<file path="src/rtl/match_ctrl_pkg.sv">
// rtl/match_ctrl_pkg.sv - shared state, winner and serve encodings for the pong match controller
package match_ctrl_pkg;

  typedef enum logic {
    ST_FREEZE = 1'b0,
    ST_PLAY   = 1'b1
  } state_t;

  localparam logic [1:0] WINNER_NONE = 2'b00;
  localparam logic [1:0] WINNER_P1   = 2'b01;
  localparam logic [1:0] WINNER_P2   = 2'b10;

  localparam logic SERVE_LEFT  = 1'b0;
  localparam logic SERVE_RIGHT = 1'b1;

endpackage

</file>
<file path="src/rtl/match_ctrl_freeze_timer.sv">
// rtl/match_ctrl_freeze_timer.sv - freeze down-counter with load, skip-to-1, zero and one flags
module match_ctrl_freeze_timer #(
  parameter int FREEZE_W  = 14,
  parameter int RESET_VAL = 16383
) (
  input  logic                game_clk,
  input  logic                reset,
  input  logic                load,
  input  logic [FREEZE_W-1:0] load_val,
  input  logic                skip,
  input  logic                dec,
  output logic                is_zero,
  output logic                is_one
);

  logic [FREEZE_W-1:0] count;

  always_ff @(posedge game_clk) begin
    if (reset) begin
      count <= FREEZE_W'(RESET_VAL);
    end else if (load) begin
      count <= load_val;
    end else if (skip) begin
      count <= FREEZE_W'(1);
    end else if (dec && (count != '0)) begin
      count <= count - FREEZE_W'(1);
    end
  end

  assign is_zero = (count == '0);
  assign is_one  = (count == FREEZE_W'(1));

endmodule

</file>
<file path="src/rtl/match_ctrl.sv">
// rtl/match_ctrl.sv - pong match controller: freeze countdowns, scoring, win/deuce and speed ramp
module match_ctrl
  import match_ctrl_pkg::*;
#(
  parameter int SCORE_W      = 4,
  parameter int WIN_SCORE    = 9,
  parameter int WIN_BY2      = 0,
  parameter int FREEZE_W     = 14,
  parameter int POINT_FREEZE = 2000,
  parameter int MATCH_FREEZE = 16383,
  parameter int SPEED_W      = 5,
  parameter int BASE_SPEED   = 11,
  parameter int MAX_SPEED    = 15,
  parameter int RAMP_HITS    = 4,
  parameter int SPEED_STEP   = 1
) (
  input  logic               game_clk,
  input  logic               reset,
  input  logic               start,
  input  logic               out_left,
  input  logic               out_right,
  input  logic               hit,
  output logic [SPEED_W-1:0] speed,
  output logic               ball_reset,
  output logic               serve_dir,
  output logic [SCORE_W-1:0] score_p1,
  output logic [SCORE_W-1:0] score_p2,
  output logic [1:0]         winner
);

  localparam int HIT_W = (RAMP_HITS > 1) ? $clog2(RAMP_HITS) : 1;
  localparam logic [HIT_W-1:0]          HIT_LAST   = HIT_W'((RAMP_HITS > 0) ? RAMP_HITS - 1 : 0);
  localparam logic [SCORE_W:0]          WIN_X      = (SCORE_W+1)'(WIN_SCORE);
  localparam logic [FREEZE_W-1:0]       POINT_LOAD = FREEZE_W'(POINT_FREEZE);
  localparam logic [FREEZE_W-1:0]       MATCH_LOAD = FREEZE_W'(MATCH_FREEZE);
  localparam logic [SPEED_W-1:0]        BASE_V     = SPEED_W'(BASE_SPEED);
  localparam logic signed [SPEED_W:0]   MAX_X      = (SPEED_W+1)'(MAX_SPEED);
  localparam logic signed [SPEED_W:0]   STEP_X     = (SPEED_W+1)'(SPEED_STEP);
  localparam bit                        RAMP_ON    = (RAMP_HITS != 0);
  localparam bit                        DEUCE_ON   = (WIN_BY2 != 0);

  state_t             state, state_next;
  logic [SPEED_W-1:0] speed_next;
  logic               ball_reset_next;
  logic               serve_next;
  logic [SCORE_W-1:0] p1_next, p2_next;
  logic [1:0]         winner_next;
  logic [HIT_W-1:0]   hit_cnt, hit_cnt_next;

  logic                t_load, t_skip, t_dec, t_zero, t_one;
  logic [FREEZE_W-1:0] t_load_val;

  logic [SCORE_W-1:0]       s_cur, o_cur, s_val, o_val;
  logic [SCORE_W:0]         s_new;
  logic [SCORE_W+1:0]       o_plus2;
  logic                     point, win, deuce;
  logic signed [SPEED_W:0]  ramp_sum;
  logic [SPEED_W-1:0]       ramp_speed;

  match_ctrl_freeze_timer #(
    .FREEZE_W  (FREEZE_W),
    .RESET_VAL (MATCH_FREEZE)
  ) u_freeze (
    .game_clk (game_clk),
    .reset    (reset),
    .load     (t_load),
    .load_val (t_load_val),
    .skip     (t_skip),
    .dec      (t_dec),
    .is_zero  (t_zero),
    .is_one   (t_one)
  );

  // Scorer/other views: out_left wins a simultaneous out, so it selects p1 as scorer.
  assign point   = out_left | out_right;
  assign s_cur   = out_left ? score_p1 : score_p2;
  assign o_cur   = out_left ? score_p2 : score_p1;
  assign s_new   = {1'b0, s_cur} + (SCORE_W+1)'(1);
  assign o_plus2 = {2'b00, o_cur} + (SCORE_W+2)'(2);
  assign win     = (s_new >= WIN_X) && (!DEUCE_ON || ({1'b0, s_new} >= o_plus2));
  assign deuce   = DEUCE_ON && !win && (s_new >= WIN_X) && ({1'b0, o_cur} >= WIN_X);

  // Deuce pulls both players back one point, keeping the lead intact.
  assign s_val = deuce ? s_cur : s_new[SCORE_W-1:0];
  assign o_val = deuce ? (o_cur - SCORE_W'(1)) : o_cur;

  assign ramp_sum   = $signed({speed[SPEED_W-1], speed}) + STEP_X;
  assign ramp_speed = (ramp_sum > MAX_X) ? MAX_X[SPEED_W-1:0] : ramp_sum[SPEED_W-1:0];

  always_comb begin
    state_next      = state;
    speed_next      = speed;
    ball_reset_next = 1'b0;
    serve_next      = serve_dir;
    p1_next         = score_p1;
    p2_next         = score_p2;
    winner_next     = winner;
    hit_cnt_next    = hit_cnt;
    t_load          = 1'b0;
    t_load_val      = POINT_LOAD;
    t_skip          = 1'b0;
    t_dec           = 1'b0;

    case (state)
      ST_FREEZE: begin
        ball_reset_next = t_one;
        if (t_zero) begin
          state_next   = ST_PLAY;
          speed_next   = BASE_V;
          hit_cnt_next = '0;
        end else begin
          if (start) t_skip = 1'b1;
          else       t_dec  = 1'b1;
          if (t_one && (winner != WINNER_NONE)) begin
            p1_next     = '0;
            p2_next     = '0;
            winner_next = WINNER_NONE;
          end
        end
      end

      ST_PLAY: begin
        if (point) begin
          state_next = ST_FREEZE;
          speed_next = '0;
          serve_next = out_left ? SERVE_LEFT : SERVE_RIGHT;
          t_load     = 1'b1;
          if (out_left) begin
            p1_next = s_val;
            p2_next = o_val;
          end else begin
            p2_next = s_val;
            p1_next = o_val;
          end
          if (win) begin
            winner_next = out_left ? WINNER_P1 : WINNER_P2;
            t_load_val  = MATCH_LOAD;
          end
        end else if (hit && RAMP_ON) begin
          if (hit_cnt == HIT_LAST) begin
            hit_cnt_next = '0;
            speed_next   = ramp_speed;
          end else begin
            hit_cnt_next = hit_cnt + HIT_W'(1);
          end
        end
      end

      default: state_next = ST_FREEZE;
    endcase
  end

  always_ff @(posedge game_clk) begin
    if (reset) begin
      state      <= ST_FREEZE;
      speed      <= '0;
      ball_reset <= 1'b1;
      serve_dir  <= SERVE_LEFT;
      score_p1   <= '0;
      score_p2   <= '0;
      winner     <= WINNER_NONE;
      hit_cnt    <= '0;
    end else begin
      state      <= state_next;
      speed      <= speed_next;
      ball_reset <= ball_reset_next;
      serve_dir  <= serve_next;
      score_p1   <= p1_next;
      score_p2   <= p2_next;
      winner     <= winner_next;
      hit_cnt    <= hit_cnt_next;
    end
  end

endmodule
</file>
<file path="config.mk">
export PLATFORM = sky130hd
export DESIGN_NAME = match_ctrl
export DESIGN_NICKNAME = d
export VERILOG_FILES = /design/src/rtl/match_ctrl_pkg.sv /design/src/rtl/match_ctrl_freeze_timer.sv /design/src/rtl/match_ctrl.sv
export SDC_FILE = /design/constraint.sdc
export NUM_CORES = 1
export LEC_CHECK = 0
export ABC_AREA = 1
export CAP_MARGIN = 20
export CORE_MARGIN = 3
export CORE_UTILIZATION = 50
export CTS_CLUSTER_DIAMETER = 50
export DETAILED_ROUTE_END_ITERATION = 16
export PLACE_DENSITY = 0.84
export SLEW_MARGIN = 20
export SYNTH_ARGS = -nofsm -noshare
export SYNTH_HDL_FRONTEND = slang
export SYNTH_SLANG_ARGS = --single-unit
</file>
<file path="constraint.sdc">
create_clock -name game_clk -period 1.7 [get_ports game_clk]
set_input_delay 0.255 -clock game_clk [delete_from_list [all_inputs] [get_ports game_clk]]
set_output_delay 0.255 -clock game_clk [all_outputs]
set_load 0.02 [all_outputs]
</file>
==> implementation parameters, run 1 <==
Parameter                              Value

Timing
  Post-route clock skew ... 0.00921 ns
  Number of slew-limit violations in the final report ... 0
  Final count of hold timing violations ... 0
  Summed negative setup slack over all endpoints ... 0 ns
  Final setup vio count ... 0
  Headroom to the max-slew limit ... between 80% and 90%
  Transition time at the pin with the least slew margin ... around 0.27 ns
  Final critical-path share of the clock period ... 95.4%
  Shortest period the worst path allows ... about 1.6 ns
  Maximum operating frequency ... about 620 MHz

Route
  Drt total wl ... around 4.8 mm
  Via count of the routed design ... about 2,000
  Vias per std cell ... roughly 5
  Number of optimization iterations in the first detailed-route pass ... 4
  Drc violations ... 0
  Routed length per instance ... approximately 12 um
  Number of routed nets with antenna violations ... 0
  Initial DRC count ... roughly 130

Layout
  Filler Cells Inserted ... between 300 and 400
  Post-Layout Cell Count ... ~400
  Number of antenna repair diodes ... 0
  End-of-flow core utilization ... 68.3%
  Final design instance area without fill ... approximately 0.0026 sq mm
  Number of nets in the final layout ... 360
  P&R area growth vs syn ... 28.6%
  Ratio of cells with drive above 1 in the final layout ... a little under a fifth

Global routing
  Initial antenna violation count ... 0
  Total congestion overflow ... 0
  Maximum number of pins on one net before global-route repair ... 11
  Number of global-route vias before repair ... 1,928
  Wire length of the first global-routing pass ... between 8 and 9 mm
  Total routing resource utilization after global routing ... around a fifth

Logic synthesis
  Synth Instances ... between 200 and 300
  Yosys Warn Count ... 0
  Fraction of registers with async set or reset after synthesis ... 0%
  Count of unique library cells instantiated by Yosys ... 33
  Number of enable flip-flop cells after synthesis ... 0
  Part of the Yosys area used for sequential elements ... between 30% and 40%
  Synthesized net count ... slightly above 300
  Synthesized flop and latch total ... 34
  Most common flop cell mapped by yosys ... sky130_fd_sc_hd__dfxtp_1
  Post-synthesis instance area ... 0.00200 sq mm
  Mean cell area of the mapped netlist ... 6.74 sq um

Placed design
  Placed Instances ... 387
  Post-detailed-placement half-perimeter wirelength ... ~3.6 mm
  Placement Cell Area ... about 0.0024 sq mm
  Routability Congestion ... around 0.95
  Port Buffer Count ... 22

Power and ir drop
  Sequential group share of total power ... 52.2%
  Peak supply drop ... between 400 and 500 uV
  Switching power ... approximately 0.00042 W
  Clock share of power ... between 30% and 40%
  Switching portion of total power ... 25.4%
  Total design power ... about 0.0016 W
  Power per cell area ... around 640 mW/mm^2
  Combinational power share ... under 10%
  Power Internal ... 0.00122 W
  Leakage component of the power ... 1.15 nW

Status
  Result of the run ... complete, no violations

Critical path
  List of cells traversed by the critical path ... inv_1, ha_4, nand2_1, nor2_2, nand2_2, nand2_4, buf_4, nor2_2, inv_2, o211ai_1
  Longest individual stage delay on the worst path ... roughly 0.33 ns
  Endpoint arrival time on the critical path ... 1.83 ns
  Required time worst endpoint ... ~1.9 ns
  Start-to-end type of the worst setup path ... flip-flop to flip-flop
  Crit path max fanout ... 6
  Endpoint class of the critical path ... flip-flop
  CP max-delay cell ... sky130_fd_sc_hd__dfxtp_1
  Crit path launch type ... flip-flop
  Most Frequent Cell on Critical Path ... sky130_fd_sc_hd__nor2_2

Floorplanning
  Vertical die dimension ... ~69 um
  Top-level I/O count ... 23
  Placement Rows ... 22
  Die footprint ... 0.00480 sq mm
  Die X-Extent ... 69.3 um
  Area of the core ... around 0.0038 sq mm
  Initial core utilization ... a little over half

Worst hold path
  Worst Hold Class ... flip-flop to flip-flop

CTS
  CTS max path bufs ... 2
  TritonCTS clock tree ... done
  Clock root buffer ... sky130_fd_sc_hd__clkbuf_8
  Clock sink count ... 34
  Latest clock arrival within the worst-skew pair ... ~0.29 ns
  Number of clock buffers inserted by TritonCTS ... 5
  CTS HTree Levels ... 2
  Clock-pin slew on the worst setup and hold paths ... about 0.07 ns

Job
  Count of max-cap constraint violations ... 0
-- cell type report --
type | count | area (sq um) | area share, %
clock buffers | 7 | 86.3 | 3.35
clock inverters | 1 | 5.00 | 0.194
inverters | 37 | 139 | 5.39
multi-input cells | 220 | 1170 | 45.3
flip-flops and latches | 34 | 681 | 26.4
well taps | 48 | 60.1 | 2.33
repair buffers | 51 | 438 | 17.0
-- worst paths after layout --
path / cells past startpoint / startpoint / to / slack (ns)
max: 10 / u_freeze.count[1]$_SDFFE_PP1P_ / u_freeze.count[5]$_SDFFE_PP1P_ / 0.08
min: 2 / hit_cnt[1]$_SDFFE_PP0P_ / hit_cnt[1]$_SDFFE_PP0P_ / 0.48
min reg2reg: 2 / hit_cnt[1]$_SDFFE_PP0P_ / hit_cnt[1]$_SDFFE_PP0P_ / 0.48
max reg2reg: 10 / u_freeze.count[1]$_SDFFE_PP1P_ / u_freeze.count[5]$_SDFFE_PP1P_ / 0.08
-- state kept, by name, indices dropped and copies added (netlist names) --
| register | flops |
|---|---|
| ball_reset | 1 |
| hit_cnt | 2 |
| score_p1 | 4 |
| score_p2 | 4 |
| serve_dir | 1 |
| speed | 5 |
| state | 1 |
| u_freeze.count | 14 |
| winner | 2 |
-- layout by cell type (no fill, tap or decap), types with 2 or more instances in the layout --
master                            netlist  routed
sky130_fd_sc_hd__nand2_1               73      73
sky130_fd_sc_hd__nor2_1                35      34
sky130_fd_sc_hd__dfxtp_1               34      34
sky130_fd_sc_hd__inv_1                 35      33
sky130_fd_sc_hd__buf_4                  1      29
sky130_fd_sc_hd__nand3_1               23      22
sky130_fd_sc_hd__clkdlybuf4s50_1        0      22
sky130_fd_sc_hd__a21oi_1               21      20
sky130_fd_sc_hd__o21ai_0               16      16
sky130_fd_sc_hd__clkbuf_8               0       6
sky130_fd_sc_hd__nor2_2                 5       5
sky130_fd_sc_hd__xor2_1                 5       5
sky130_fd_sc_hd__inv_2                  2       4
sky130_fd_sc_hd__o21ai_1                4       4
sky130_fd_sc_hd__nand2_2                5       4
sky130_fd_sc_hd__nand2_4                3       4
sky130_fd_sc_hd__xnor2_1                4       4
sky130_fd_sc_hd__ha_1                   5       4
sky130_fd_sc_hd__nor2_4                 2       3
sky130_fd_sc_hd__nand3_2                2       3
sky130_fd_sc_hd__or2_2                  3       3
sky130_fd_sc_hd__o211ai_1               3       3
sky130_fd_sc_hd__nor3_1                 2       2
sky130_fd_sc_hd__a21oi_2                1       2
-- critical path, delay by kind of cell (launching register included) --
kind	cells	cell delay (ns)
AOI/OAI and AO/OA	1	0.16
adders and majority gates	1	0.18
and+or+nand+nor	5	0.52
DFF	1	0.33
buffers and inverters	3	0.36
-- power groups by stage --
stage | Sequential, W | Combinational [W] | Clock, W
finish | 0.000855 | 0.000158 | 0.000625
global route | 0.000858 | 0.000176 | 0.000676
CTS | 0.000853 | 0.000151 | 0.000633
detailed placement | 0.000871 | 0.000150 | 0
global placement | 0.000869 | 0.000146 | 0
floorplan | 0.000866 | 0.0000949 | 0
-- stage by stage --
step / setup slack (ns) / hold WS [ns]
2_1_floorplan: 0.170 / 0.425
3_3_place_gp: -0.154 / 0.458
3_5_place_dp: -0.207 / 0.465
4_1_cts: 0.0282 / 0.481
5_1_grt: -0.0113 / 0.504
6_report: 0.0781 / 0.478
-- repair_timing --
action / 4_1_cts / 5_1_grt
gates resized for setup: 0 / 9
hold endpoints to repair: 0 / 0
endpoints found under the setup margin: 0 / 23
buffers inserted: 0 / 3
hold buffers: 0 / 0
-- per-layer routing --
metal  up-vias  part of all wire, %  track usage (%)
met1       897                   45             24.0
met5         -                    0                0
li1       1050                    -                -
met3        11                  4.2             5.07
met4         0                  1.9             7.38
met2        55                   49             35.3
-- kinds of logic after synthesis --
family                     count (synthesis)  synth area share [%]
adders and majority gates                  5                  3.13
buffers and inverters                     43                  9.44
and+or+nand+nor                          155                  35.1
AOI/OAI and AO/OA                         51                  14.4
xor gates and xnor gates                   9                  3.94
DFF                                       34                  34.0
-- cells in the mapped netlist, types with 2 or more instances --
library cell | number | area [sq um]
sky130_fd_sc_hd__inv_1 | 35 | 131
sky130_fd_sc_hd__nor2_4 | 2 | 22.5
sky130_fd_sc_hd__inv_2 | 2 | 7.51
sky130_fd_sc_hd__nor2_2 | 5 | 31.3
sky130_fd_sc_hd__xor2_1 | 5 | 43.8
sky130_fd_sc_hd__xnor2_1 | 4 | 35.0
sky130_fd_sc_hd__nor2_1 | 35 | 131
sky130_fd_sc_hd__nand2_1 | 73 | 274
sky130_fd_sc_hd__nor3_1 | 2 | 10.0
sky130_fd_sc_hd__nand3_2 | 2 | 20.0
sky130_fd_sc_hd__o21ai_1 | 4 | 20.0
sky130_fd_sc_hd__dfxtp_1 | 34 | 681
sky130_fd_sc_hd__ha_1 | 5 | 62.6
sky130_fd_sc_hd__clkbuf_1 | 3 | 11.3
sky130_fd_sc_hd__o21ai_0 | 16 | 80.1
sky130_fd_sc_hd__a21oi_1 | 21 | 105
sky130_fd_sc_hd__nand3_1 | 23 | 115
sky130_fd_sc_hd__nand2_2 | 5 | 31.3
sky130_fd_sc_hd__or2_2 | 3 | 18.8
sky130_fd_sc_hd__o211ai_1 | 3 | 22.5
sky130_fd_sc_hd__nand2_4 | 3 | 33.8
No activity file was read; power rests on OpenSTA's default activity.
==> run 2, diff against run 1 <==
CTS_CLUSTER_DIAMETER = 30   (was 50)
==> results of run 2 <==
Final layout, timing and power as in run 1 (identical DEF).
